### config.mk
export PLATFORM = sky130hd
export DESIGN_NAME = video_timing_gen_flat
export DESIGN_NICKNAME = d
export VERILOG_FILES = /design/src/rtl/video_timing_gen_if.sv /design/src/rtl/video_timing_gen.sv /design/src/flat_wrapper.sv
export SDC_FILE = /design/constraint.sdc
export NUM_CORES = 1
export LEC_CHECK = 0
export ABC_AREA = 1
export BUFFER_PORTS_ARGS = -buffer_cell sky130_fd_sc_hd__buf_2
export CORE_MARGIN = 2
export CORE_UTILIZATION = 30
export DETAILED_ROUTE_END_ITERATION = 8
export GPL_ROUTABILITY_DRIVEN = 1
export SLEW_MARGIN = 20
export SYNTH_ARGS = -nofsm -noshare
export SYNTH_HDL_FRONTEND = slang
export SYNTH_SLANG_ARGS = --single-unit
### constraint.sdc
create_clock -name clk_disp -period 2.42 [get_ports clk_disp]
set_input_delay 0.242 -clock clk_disp [delete_from_list [all_inputs] [get_ports clk_disp]]
set_output_delay 0.242 -clock clk_disp [all_outputs]
set_load 0.005 [all_outputs]
### src/rtl/video_timing_gen_if.sv
`default_nettype none
// ============================================================================
// Module      : video_timing_gen_if
// Description : Raster timing bundle between the timing generator (master)
//               and the pixel renderer (slave). The renderer owns the pixel
//               enable; the generator drives syncs, data enable, positions,
//               strobes and frame parity.
// Revision    : 1.0 - initial release
// ============================================================================
interface video_timing_gen_if #(
    parameter int CNT_W = 10
);
    logic             en;
    logic             h_sync;
    logic             v_sync;
    logic             de;
    logic [CNT_W-1:0] x_pos;
    logic [CNT_W-1:0] y_pos;
    logic             line_start;
    logic             frame_start;
    logic             field;

    modport master (
        input  en,
        output h_sync, v_sync, de, x_pos, y_pos, line_start, frame_start, field
    );

    modport slave (
        output en,
        input  h_sync, v_sync, de, x_pos, y_pos, line_start, frame_start, field
    );
endinterface
`default_nettype wire

### src/rtl/video_timing_gen.sv
`default_nettype none
// ============================================================================
// Module      : video_timing_gen
// Description : Parametrised raster timing generator. Line and frame order is
//               sync, back porch, active, front porch. All outputs are
//               registered from the next counter values, so they describe the
//               current (h, v) position with zero skew.
// Revision    : 1.0 - initial release
// ============================================================================
module video_timing_gen #(
    parameter int H_SYNC   = 41,
    parameter int H_BP     = 2,
    parameter int H_ACTIVE = 480,
    parameter int H_FP     = 2,
    parameter int V_SYNC   = 10,
    parameter int V_BP     = 2,
    parameter int V_ACTIVE = 272,
    parameter int V_FP     = 2,
    parameter bit HS_POL   = 1'b0,
    parameter bit VS_POL   = 1'b0,
    parameter int CNT_W    = 10
) (
    input  logic                clk_disp,
    input  logic                rst,
    video_timing_gen_if.master  vid
);

    localparam int c_H_TOTAL = H_SYNC + H_BP + H_ACTIVE + H_FP;
    localparam int c_V_TOTAL = V_SYNC + V_BP + V_ACTIVE + V_FP;
    localparam int c_H_START = H_SYNC + H_BP;
    localparam int c_V_START = V_SYNC + V_BP;

    // Inclusive bounds keep every constant representable in CNT_W bits even
    // when the front porch is zero and the total fills the counter range.
    localparam logic [CNT_W-1:0] c_H_LAST      = CNT_W'(c_H_TOTAL - 1);
    localparam logic [CNT_W-1:0] c_V_LAST      = CNT_W'(c_V_TOTAL - 1);
    localparam logic [CNT_W-1:0] c_H_SYNC_W    = CNT_W'(H_SYNC);
    localparam logic [CNT_W-1:0] c_V_SYNC_W    = CNT_W'(V_SYNC);
    localparam logic [CNT_W-1:0] c_H_START_W   = CNT_W'(c_H_START);
    localparam logic [CNT_W-1:0] c_V_START_W   = CNT_W'(c_V_START);
    localparam logic [CNT_W-1:0] c_H_ACT_LAST  = CNT_W'(c_H_START + H_ACTIVE - 1);
    localparam logic [CNT_W-1:0] c_V_ACT_LAST  = CNT_W'(c_V_START + V_ACTIVE - 1);

    // Reject geometries the counters cannot hold or that lack sync/active.
    if ((c_H_TOTAL - 1 > (2 ** CNT_W) - 1) || (c_V_TOTAL - 1 > (2 ** CNT_W) - 1) ||
        (H_SYNC < 1) || (H_ACTIVE < 1) || (V_SYNC < 1) || (V_ACTIVE < 1) ||
        (H_BP < 0) || (H_FP < 0) || (V_BP < 0) || (V_FP < 0) ||
        (CNT_W < 1) || (CNT_W > 30)) begin : g_param_check
        $error("video_timing_gen: illegal geometry for CNT_W=%0d", CNT_W);
    end

    logic [CNT_W-1:0] r_h_cnt;
    logic [CNT_W-1:0] r_v_cnt;
    logic             r_h_sync;
    logic             r_v_sync;
    logic             r_de;
    logic [CNT_W-1:0] r_x_pos;
    logic [CNT_W-1:0] r_y_pos;
    logic             r_line_start;
    logic             r_frame_start;
    logic             r_field;

    logic [CNT_W-1:0] w_h_nxt;
    logic [CNT_W-1:0] w_v_nxt;
    logic             w_h_act;
    logic             w_v_act;
    logic             w_de;
    logic [CNT_W-1:0] w_x_pos;
    logic [CNT_W-1:0] w_y_pos;
    logic             w_origin;

    // Next raster position and the decode of every output from it.
    always_comb begin
        w_h_nxt = r_h_cnt + 1'b1;
        w_v_nxt = r_v_cnt;
        if (r_h_cnt == c_H_LAST) begin
            w_h_nxt = '0;
            w_v_nxt = (r_v_cnt == c_V_LAST) ? '0 : r_v_cnt + 1'b1;
        end
        w_h_act  = (w_h_nxt >= c_H_START_W) && (w_h_nxt <= c_H_ACT_LAST);
        w_v_act  = (w_v_nxt >= c_V_START_W) && (w_v_nxt <= c_V_ACT_LAST);
        w_de     = w_h_act && w_v_act;
        w_x_pos  = w_de ? (w_h_nxt - c_H_START_W) : '0;
        w_y_pos  = w_de ? (w_v_nxt - c_V_START_W) : '0;
        w_origin = (w_h_nxt == '0) && (w_v_nxt == '0);
    end

    // Counters and registered outputs advance together on enabled edges.
    // Reset parks the counters on the last pixel so the first enabled edge
    // lands exactly on (0,0) and starts a complete field-0 frame.
    always_ff @(posedge clk_disp or negedge rst) begin
        if (!rst) begin
            r_h_cnt       <= c_H_LAST;
            r_v_cnt       <= c_V_LAST;
            r_h_sync      <= ~HS_POL;
            r_v_sync      <= ~VS_POL;
            r_de          <= 1'b0;
            r_x_pos       <= '0;
            r_y_pos       <= '0;
            r_line_start  <= 1'b0;
            r_frame_start <= 1'b0;
            r_field       <= 1'b1;
        end else if (vid.en) begin
            r_h_cnt       <= w_h_nxt;
            r_v_cnt       <= w_v_nxt;
            r_h_sync      <= (w_h_nxt < c_H_SYNC_W) ? HS_POL : ~HS_POL;
            r_v_sync      <= (w_v_nxt < c_V_SYNC_W) ? VS_POL : ~VS_POL;
            r_de          <= w_de;
            r_x_pos       <= w_x_pos;
            r_y_pos       <= w_y_pos;
            r_line_start  <= (w_h_nxt == '0);
            r_frame_start <= w_origin;
            r_field       <= r_field ^ w_origin;
        end
    end

    assign vid.h_sync      = r_h_sync;
    assign vid.v_sync      = r_v_sync;
    assign vid.de          = r_de;
    assign vid.x_pos       = r_x_pos;
    assign vid.y_pos       = r_y_pos;
    assign vid.line_start  = r_line_start;
    assign vid.frame_start = r_frame_start;
    assign vid.field       = r_field;

endmodule
`default_nettype wire
### src/flat_wrapper.sv
// flat-port wrapper written by rule: the top's interface ports become plain ports
module video_timing_gen_flat 
#(
    parameter int H_SYNC   = 41,
    parameter int H_BP     = 2,
    parameter int H_ACTIVE = 480,
    parameter int H_FP     = 2,
    parameter int V_SYNC   = 10,
    parameter int V_BP     = 2,
    parameter int V_ACTIVE = 272,
    parameter int V_FP     = 2,
    parameter bit HS_POL   = 1'b0,
    parameter bit VS_POL   = 1'b0,
    parameter int CNT_W    = 10
)
  (clk_disp, rst, vid_en, vid_h_sync, vid_v_sync, vid_de, vid_x_pos, vid_y_pos, vid_line_start, vid_frame_start, vid_field);
  video_timing_gen_if #(.CNT_W(CNT_W)) vid_i ();
  input  logic clk_disp;
  input  logic rst;
  input wire logic [$bits(vid_i.en)-1:0] vid_en;
  output wire logic [$bits(vid_i.h_sync)-1:0] vid_h_sync;
  output wire logic [$bits(vid_i.v_sync)-1:0] vid_v_sync;
  output wire logic [$bits(vid_i.de)-1:0] vid_de;
  output wire logic [$bits(vid_i.x_pos)-1:0] vid_x_pos;
  output wire logic [$bits(vid_i.y_pos)-1:0] vid_y_pos;
  output wire logic [$bits(vid_i.line_start)-1:0] vid_line_start;
  output wire logic [$bits(vid_i.frame_start)-1:0] vid_frame_start;
  output wire logic [$bits(vid_i.field)-1:0] vid_field;
  assign vid_i.en = vid_en;
  assign vid_h_sync = vid_i.h_sync;
  assign vid_v_sync = vid_i.v_sync;
  assign vid_de = vid_i.de;
  assign vid_x_pos = vid_i.x_pos;
  assign vid_y_pos = vid_i.y_pos;
  assign vid_line_start = vid_i.line_start;
  assign vid_frame_start = vid_i.frame_start;
  assign vid_field = vid_i.field;
  video_timing_gen #(.H_SYNC(H_SYNC), .H_BP(H_BP), .H_ACTIVE(H_ACTIVE), .H_FP(H_FP), .V_SYNC(V_SYNC), .V_BP(V_BP), .V_ACTIVE(V_ACTIVE), .V_FP(V_FP), .HS_POL(HS_POL), .VS_POL(VS_POL), .CNT_W(CNT_W)) u_core (.clk_disp(clk_disp), .rst(rst), .vid(vid_i));
endmodule
* Yosys cells after proc, flatten, opt, wreduce, memory -nomap -nowiden
Index checks and enable logic that the tools add are counted. Widths: inputs -> output; s select.
Storage, ports and cells: bits in registers 46, bits in latches 0, RAM bits 0, memory bits (read-only) 0, input bits 3, word-level logic and storage cells 36, memories 0
Operators by class: add/subtract/negate cells 4, multiply operators 0, divide/modulo/power cells 0, magnitude comparators 6, eq/ne operators 2, shift operators 0, mux-type cells 7, bitwise operators 1, reduce and logical (&&, ||, !) cells 6
Operators by type and width (count):
- $mux 10 | 5
- $add 10x1->10 const B | 2
- $logic_not 10->1 | 2
- $eq 10x10->1 const B | 1
- $eq 10x9->1 const B | 1
- $ge 10x4->1 const B | 1
- $ge 10x6->1 const B | 1
- $le 10x10->1 const B | 1
- $le 10x9->1 const B | 1
- $lt 10x4->1 const B | 1
- $lt 10x6->1 const B | 1
- $sub 10x4->10 const B | 1
- $sub 10x6->10 const B | 1
- $logic_and 1x1->1 | 4
- $mux 1 | 2
- $xor 1x1->1 | 1

* Logic depth before layout (Yosys ltp)
Gate-level depths: netlist of run 1.
word-level depth 7, mapped depth 16, mapped depth without buffers 15

* Least setup slack after synthesis of run 1
No wires, ideal clock.
path type reg-to-reg, start register u_core.r_h_cnt[0], end register u_core.r_x_pos[0] (netlist: u_core.vid.x_pos[0]), library setup time 118 ps, arrival time 2201 ps, path slack 101 ps, cell stages (with the launch flop) 16, path through dfrtp_1 inv_1 ha_1 nand3_4 nor3_4 nand3_1 nand2_2 inv_1 ha_1 nand3_1 nor2_2 nand2_2 nand3_4 buf_6 nand4_1 nand2_1
On the way: longest elaborated chain between the ends 6
RTL lines:
- start, declared | RTL line video_timing_gen.sv:52 | logic [CNT_W-1:0] r_h_cnt;
- start signal, assigned | RTL line video_timing_gen.sv:93 | r_h_cnt <= c_H_LAST;
- start signal, assigned | RTL line video_timing_gen.sv:104 | r_h_cnt <= w_h_nxt;
- $add 10x1->10 / $eq 10x10->1 (equally long branches) | RTL line video_timing_gen.sv:74, video_timing_gen.sv:76
- $mux 10 | RTL line video_timing_gen.sv:76 | if (r_h_cnt == c_H_LAST) begin
- $ge 10x6->1, or another cell as far along | RTL line video_timing_gen.sv:80 | w_h_act = (w_h_nxt >= c_H_START_W) && (w_h_nxt <= c_H_ACT_LAST);
- $logic_and 1x1->1 (on tied branches) | RTL line video_timing_gen.sv:80, video_timing_gen.sv:81
- $logic_and 1x1->1 | RTL line video_timing_gen.sv:82 | w_de = w_h_act && w_v_act;
- $mux 10 * | RTL line video_timing_gen.sv:83 | w_x_pos = w_de ? (w_h_nxt - c_H_START_W) : '0;
- end signal, assigned | RTL line video_timing_gen.sv:109 | r_x_pos <= w_x_pos;
- end, declared | RTL line video_timing_gen.sv:57 | logic [CNT_W-1:0] r_x_pos;
Mark *: on every way between the ends. The rest lies on a longest branch, timed or not. A chain may end at the register's enable or synchronous reset.

* Final worst setup path of run 1
start register u_core.r_h_cnt[3], end register u_core.r_de (netlist: u_core.vid.de)
On the way: longest elaborated chain between the ends 5
RTL lines:
- $add 10x1->10 / $eq 10x10->1 (equally long branches) | RTL line video_timing_gen.sv:74, video_timing_gen.sv:76
- $mux 10 | RTL line video_timing_gen.sv:76
- $ge 10x6->1, or another cell as far along | RTL line video_timing_gen.sv:80
- $logic_and 1x1->1 (on tied branches) | RTL line video_timing_gen.sv:80, video_timing_gen.sv:81
- $logic_and 1x1->1 * | RTL line video_timing_gen.sv:82
- end signal, assigned | RTL line video_timing_gen.sv:108 | r_de <= w_de;
- end, declared | RTL line video_timing_gen.sv:56 | logic r_de;
Marks and branches as above.

==> qor.csv, run 1 <==
metric;value;unit
power.switching;1.52;mW
synth_top_family_by_area;simple AND/OR/NAND/NOR gates;
grt_max_degree;47;
die_h;108;um
hp-start;vid_en;
gr-total-overflow;0;
synthSimpleGateAreaFrac;43.3;%
pin_count;29;
sw_frac_of_total;43.7;%
wl_per_cell;12.8;um
clock_skew;0.00931;ns
drc;0;
dp_slack;0.0354;ns
tritoncts;done;
slew_headroom;71.6;%
path_max_fanout;7;
setup_tns;0;ns
synth_compound_area_share;6.07;%
r2r_cells;11;
vias;3010;
power_frac_comb;50.2;%
cp.depth;11;
crit_slowest_cell;dfstp_2;
clk_latency;0.30;ns
synth.area.mux_share;0;%
die_x;108;um
fin_crit;2.29;ns
finalSetupViolations;0;
max_freq;437;MHz
outcome;completed;
cts.sinks;46;
critPathBufInv;0;
cp_cell_sequence;nand2_2 -> nor2_2 -> nand2_1 -> xor2_2 -> nand2_4 -> nor2_1 -> nand2_1 -> nand2_1 -> nor2_4 -> nand2_1 -> o21ai_1;
cp-end-kind;register;
p_per_area;912;nW/um2
track_usage;14.5;%
cts_buffers;5;
routed_via_density;4.73;
synth.distinct_cells;36;
grt_pass1_wl;13600;um
place_congestion;0.843;
ir_worst_vdd;0.385;mV
tightest_slew;0.426;ns
setup.worst_path.start_class;register;
p_total;3.48;mW
r2r-end;u_core.vid.de;
max_stage_delay;0.64;ns
syn_nets;459;
finalHoldViolCount;0;
initial_utilization;31.0;%
area.growth.synth_to_final;18.4;%
cpMostUsedCell;nand2_1;
whs_endpoint;u_core.vid.h_sync;
regToRegSetupSlack;0.13;ns
holdPathStages;3;
cts_buffer_depth;2;
criticalPathCategory;reg -> reg;
required;2.60;ns
n_antenna_cell;0;
hpwl;6000;um
cp_top_family;simple AND/OR/NAND/NOR gates;
clk_pin_slew;0.09;ns
row_count;37;
leakage;1.91;nW
fin_nets;510;
core;10400;um2
ys_seq_area_share;36.2;%
antenna_left;0;
internal_power;1.96;mW
synth.avg_cell_area;7.18;um2
grt_pass1_vias;3031;
hp-class;in -> reg;
reg2reg_from;u_core.r_h_cnt[3];
arrival;2.47;ns
htree_levels;2;
worst_slack;0.129;ns
drtIter0Drc;164;
fp.dieArea;11600;um2
yosysWarnings;0;
max-cap-violations;0;
synthCells;448;
netlist_area;3220;um2
routed_wirelength;8150;um
finalCritPeriodShare;94.7;%
synthXorXnorAreaFrac;2.41;%
seqPwrFrac;36.0;%
port_buffers;28;
drive_above_1_share;25.0;%
synth_adder_area_share;3.11;%
ys_seq_elements;46;
drv_slew;0;
first_pass_iters;4;
cts_root_buffer;clkbuf_8;
p_clk_share;13.8;%
antenna_found_initial;0;
[worst max path at each step]
| stage | slack, ns | endpoint | from |
|---|---|---|---|
| after floorplan | 0.10 | u_core.vid.x_pos[0] | u_core.r_h_cnt[0] |
| after global placement | 0.11 | u_core.vid.x_pos[1] | u_core.r_h_cnt[1] |
| after detailed placement | 0.04 | u_core.vid.x_pos[4] | u_core.r_h_cnt[1] |
| after CTS | 0.02 | u_core.vid.x_pos[8] | u_core.r_h_cnt[1] |
| after global routing | -0.05 | u_core.vid.x_pos[6] | u_core.r_h_cnt[3] |
| final | 0.13 | u_core.vid.de | u_core.r_h_cnt[3] |
[Yosys cell counts]
cell | number | area (um2)
nand2_4 | 3 | 33.8
nor3_1 | 3 | 15.0
clkbuf_1 | 6 | 22.5
buf_2 | 2 | 10.0
nand2_1 | 152 | 571
nand3b_1 | 2 | 15.0
nor2_2 | 7 | 43.8
inv_2 | 2 | 7.51
a21oi_1 | 3 | 15.0
o21ai_1 | 4 | 20.0
o211ai_1 | 1 | 7.51
buf_6 | 5 | 56.3
nand3_1 | 30 | 150
dfrtp_1 | 35 | 876
o21bai_1 | 3 | 22.5
ha_1 | 8 | 100
buf_4 | 2 | 15.0
o21ai_0 | 22 | 110
nor2_1 | 35 | 131
and3_2 | 1 | 7.51
xor2_2 | 1 | 16.3
a21o_1 | 1 | 7.51
dfstp_2 | 11 | 289
nor2_4 | 5 | 56.3
xor2_1 | 2 | 17.5
xnor2_1 | 5 | 43.8
nand4_1 | 27 | 169
clkinv_1 | 1 | 3.75
nand3_2 | 2 | 20.0
nand2_2 | 13 | 81.3
nand2_8 | 1 | 20.0
inv_1 | 46 | 173
a31oi_1 | 2 | 12.5
nand3_4 | 3 | 52.6
nor3_2 | 1 | 10.0
nor3_4 | 1 | 16.3
[tightest hold or removal path: stages]
cell and delay (ns):
buf_2 0.19, nor2_1 0.12, a31oi_1 0.05
[state kept, by name, summed over array words and instances (netlist names)]
register and cells:
u_core.vid.y_pos 10, u_core.vid.line_start 1, u_core.vid.h_sync 1, u_core.vid.v_sync 1
u_core.vid.de 1, u_core.vid.frame_start 1, u_core.vid.x_pos 10, u_core.r_v_cnt 10
u_core.r_h_cnt 10, u_core.vid.field 1
[layout make-up]
cell class | count | area, um2
clock inverters | 1 | 7.51
clock buffers | 7 | 76.3
inverters | 49 | 184
well taps | 136 | 170
multi-input cells | 338 | 1810
fillers | 1093 | 6560
repair buffers | 59 | 392
flip-flops and latches | 46 | 1170
[power groups by stage]
| stage | Combinational [mW] | Sequential [mW] | Clock, mW |
|---|---|---|---|
| after floorplan | 1.14 | 1.23 | 0 |
| after global placement | 1.65 | 1.25 | 0 |
| after detailed placement | 1.66 | 1.25 | 0 |
| after CTS | 1.67 | 1.24 | 0.497 |
| after global routing | 1.98 | 1.28 | 0.529 |
| final | 1.74 | 1.25 | 0.481 |
[metrics by stage]
stage	util [%]	cells	hold WS, ns	area, um2
floorplan	-	448	-0.0536	3220
global placement	35.0	622	0.247	3620
detailed placement	35.0	622	0.247	3620
CTS	35.9	631	0.288	3720
global route	36.7	636	0.311	3810
finish	36.7	636	0.293	3810
[layout by cell type, fill, tap and decap left out, types with 2 or more instances in the layout]
cell | netlist | routed
dfstp_2 | 11 | 11
nand3_1 | 30 | 27
nand3_4 | 3 | 3
nand4_1 | 27 | 27
clkbuf_8 | 0 | 5
nand2_4 | 3 | 3
dfrtp_1 | 35 | 33
nor2_4 | 5 | 7
inv_1 | 46 | 45
nor3_1 | 3 | 2
clkbuf_1 | 6 | 2
xor2_1 | 2 | 2
nand2_1 | 152 | 151
a31oi_1 | 2 | 2
inv_2 | 2 | 3
nor3_2 | 1 | 2
a21oi_1 | 3 | 3
o21ai_0 | 22 | 22
nor2_1 | 35 | 35
o21ai_1 | 4 | 4
xnor2_1 | 5 | 5
nand3_2 | 2 | 5
nand3b_1 | 2 | 2
ha_1 | 8 | 6
nand2_2 | 13 | 14
dfrtp_2 | 0 | 2
buf_2 | 2 | 28
buf_4 | 2 | 28
nor2_2 | 7 | 5
o21bai_1 | 3 | 3
[routing by layer]
layer  vias to the layer above  wire (um)  GRT usage [%]
li1                       1534          -              -
met1                      1421       3560           17.4
met2                        42       4180           26.0
met3                        13        227           2.12
met4                         0        179           5.22
met5                         -          0              0
[logic make-up after synthesis]
kind of cell / after synthesis
and+or+nand+nor: 286
xor gates and xnor gates: 8
buffers and inverters: 64
adders and majority gates: 8
AOI/OAI and AO/OA: 36
DFF: 46
[timing repair]
| action | CTS | global route |
|---|---|---|
| buffers inserted | 0 | 5 |
| resized for setup | 0 | 14 |
| hold buffers | 1 | 0 |
| endpoints found under the setup margin | 0 | 23 |
| hold endpoints to repair | 35 | 0 |
(Power assumes the default switching activity.)
==> run 2: changes to the inputs <==
--- a/config.mk
+++ b/config.mk
@@ -11,6 +11,7 @@
 export CORE_UTILIZATION = 30
 export DETAILED_ROUTE_END_ITERATION = 8
 export GPL_ROUTABILITY_DRIVEN = 1
+export REMOVE_ABC_BUFFERS = 1
 export SLEW_MARGIN = 20
 export SYNTH_ARGS = -nofsm -noshare
 export SYNTH_HDL_FRONTEND = slang
==> qor.csv, run 2 (synthesis gave the netlist of run 1 again) <==
metric;value;unit;change
outcome;completed;;
routed_via_density;4.79;;+1.2%
vias;3100;;+3.0%
htree_levels;2;;unchanged
p_per_area;909;nW/um2;-0.35%
drtIter0Drc;138;;-16%
criticalPathCategory;reg -> reg;;
sw_frac_of_total;43.2;%;-0.54 points
p_total;3.61;mW;+4.0%
gr-total-overflow;0;;unchanged
clk_pin_slew;0.10;ns;about the same
clock_skew;0.00810;ns;-0.00121 ns
finalCritPeriodShare;94.5;%;-0.14 points
track_usage;14.7;%;+0.23 points
area.growth.synth_to_final;23.5;%;
cts_root_buffer;clkbuf_8;;
place_congestion;0.914;;+8.4%
fin_crit;2.29;ns;-0.00334 ns
seqPwrFrac;34.1;%;-1.9 points
leakage;2.00;nW;+4.4%
cts_buffers;5;;unchanged
drv_slew;0;;unchanged
hp-class;in -> reg;;
n_fill_cell;1089;;-0.37%
finish.utilization;38.3;%;+1.6 points
cts_buffer_depth;2;;unchanged
required;2.62;ns;+0.02 ns
tightest_slew;0.783;ns;+0.358 ns
drive_above_1_share;28.6;%;+3.6 points
grt_pass1_vias;2993;;-1.3%
wl_per_cell;12.7;um;-0.51%
cts.sinks;46;;unchanged
worst_slack;0.133;ns;+0.00334 ns
fin_nets;521;;+2.2%
tritoncts;done;;
first_pass_iters;4;;unchanged
setup_tns;0;ns;unchanged
setup.worst_path.start_class;register;;
internal_power;2.05;mW;+5.0%
pin_count;29;;unchanged
layout_common_cells;148 x nand2_1, 43 x inv_1, 36 x buf_4, 34 x dfrtp_1, 31 x nor2_1;;
finalHoldViolCount;0;;unchanged
path_max_fanout;13;;+6
row_count;37;;unchanged
fp.dieArea;11600;um2;unchanged
p_clk_share;13.7;%;about the same
power_frac_comb;52.3;%;+2.1 points
slew_headroom;47.7;%;-24 points
n_antenna_cell;0;;unchanged
grt_pass1_wl;13900;um;+2.5%
antenna_left;0;;unchanged
ir_worst_vdd;0.366;mV;-4.8%
die_x;108;um;unchanged
finalSetupViolations;0;;unchanged
clk_latency;0.30;ns;about the same
arrival;2.49;ns;+0.02 ns
initial_utilization;31.0;%;unchanged
routed_wirelength;8250;um;+1.2%
max_freq;437;MHz;+0.15%
grt_max_degree;47;;unchanged
cp-end-kind;register;;
max-cap-violations;0;;unchanged
hpwl;5900;um;-1.7%
antenna_found_initial;0;;unchanged
core;10400;um2;unchanged
drc;0;;unchanged
power.switching;1.56;mW;+2.7%
port_buffers;28;;unchanged
die_h;108;um;unchanged
rsz0062_at_grt;yes;;
final_common_cell;nand2_1;;
dp_slack;0.00394;ns;-0.0315 ns
## run 2: changes by cell type in the layout (fill, tap and decap cells not counted), sizes merged
cell / before / now
buf: 58 / 68
clkbuf: 7 / 6
clkinv: 1 / 3
## run 2: through the flow
step / area [um2] / hold WS (ns) / instances
final: 3980 / 0.393 / 647
after global routing: 3980 / 0.406 / 647
after CTS: 3750 / 0.394 / 633
after detailed placement: 3600 / 0.249 / 619
after global placement: 3600 / 0.247 / 619
after floorplan: 3110 / -0.0536 / 433
## run 2: final cells by class
| cell class | count | area [um2] | share of cell area [%] |
|---|---|---|---|
| multi-input cells | 338 | 1850 | 46.5 |
| clock inverters | 3 | 21.3 | 0.535 |
| clock buffers | 5 | 68.8 | 1.73 |
| flip-flops and latches | 46 | 1170 | 29.3 |
| well taps | 136 | 170 | 4.28 |
| repair buffers | 70 | 517 | 13.0 |
| inverters | 49 | 184 | 4.63 |
## run 2: final timing paths
path,startpoint,to,slack (ns),depth (start not counted)
worst max-delay path,u_core.r_h_cnt[2],u_core.vid.y_pos[2],0.13,13
min in group asynchronous,rst,u_core.r_v_cnt[9],0.45,3
worst min register to register,u_core.vid.x_pos[0],u_core.vid.x_pos[0],0.48,2
worst max register to register,u_core.r_h_cnt[2],u_core.vid.y_pos[2],0.13,13
max in group asynchronous,rst,u_core.vid.h_sync,1.69,3
worst min-delay path,vid_en,u_core.vid.h_sync,0.39,3
## run 2: timing repair
action | in CTS | in global routing
hold buffers | 1 | 0
buffers inserted | 5 | 13
gates cloned | 0 | 1
pin swaps | 3 | 17
endpoints found under the setup margin | 4 | 21
resized for setup | 1 | 24
endpoints found under the hold margin | 35 | 0
## run 2: per-layer routing
layer	up-vias	GRT usage [%]	wire, um
met5	-	0	0
li1	1561	-	-
met2	56	24.6	4020
met3	10	2.66	282
met4	0	3.85	110
met1	1473	19.5	3840
## run 2: power by group through the flow
| stage | logic (mW) | clock network [mW] | registers (mW) |
|---|---|---|---|
| after global routing | 2.13 | 0.548 | 1.27 |
| after CTS | 1.71 | 0.513 | 1.23 |
| after global placement | 1.62 | 0 | 1.23 |
| after floorplan | 1.05 | 0 | 1.26 |
| final | 1.89 | 0.493 | 1.23 |
| after detailed placement | 1.64 | 0 | 1.24 |
## run 2: worst max-delay path: stages, from the launching register on
cell and delay [ns]:
dfstp_2 0.65, nand3_4 0.12, nor3_4 0.30, buf_6 0.16
nand2_2 0.05, nand2_2 0.11, inv_2 0.06, nor2_4 0.11
nand2_2 0.08, nor2_4 0.16, nor2_4 0.06, buf_12 0.14
nand4_1 0.11, nand2_1 0.07
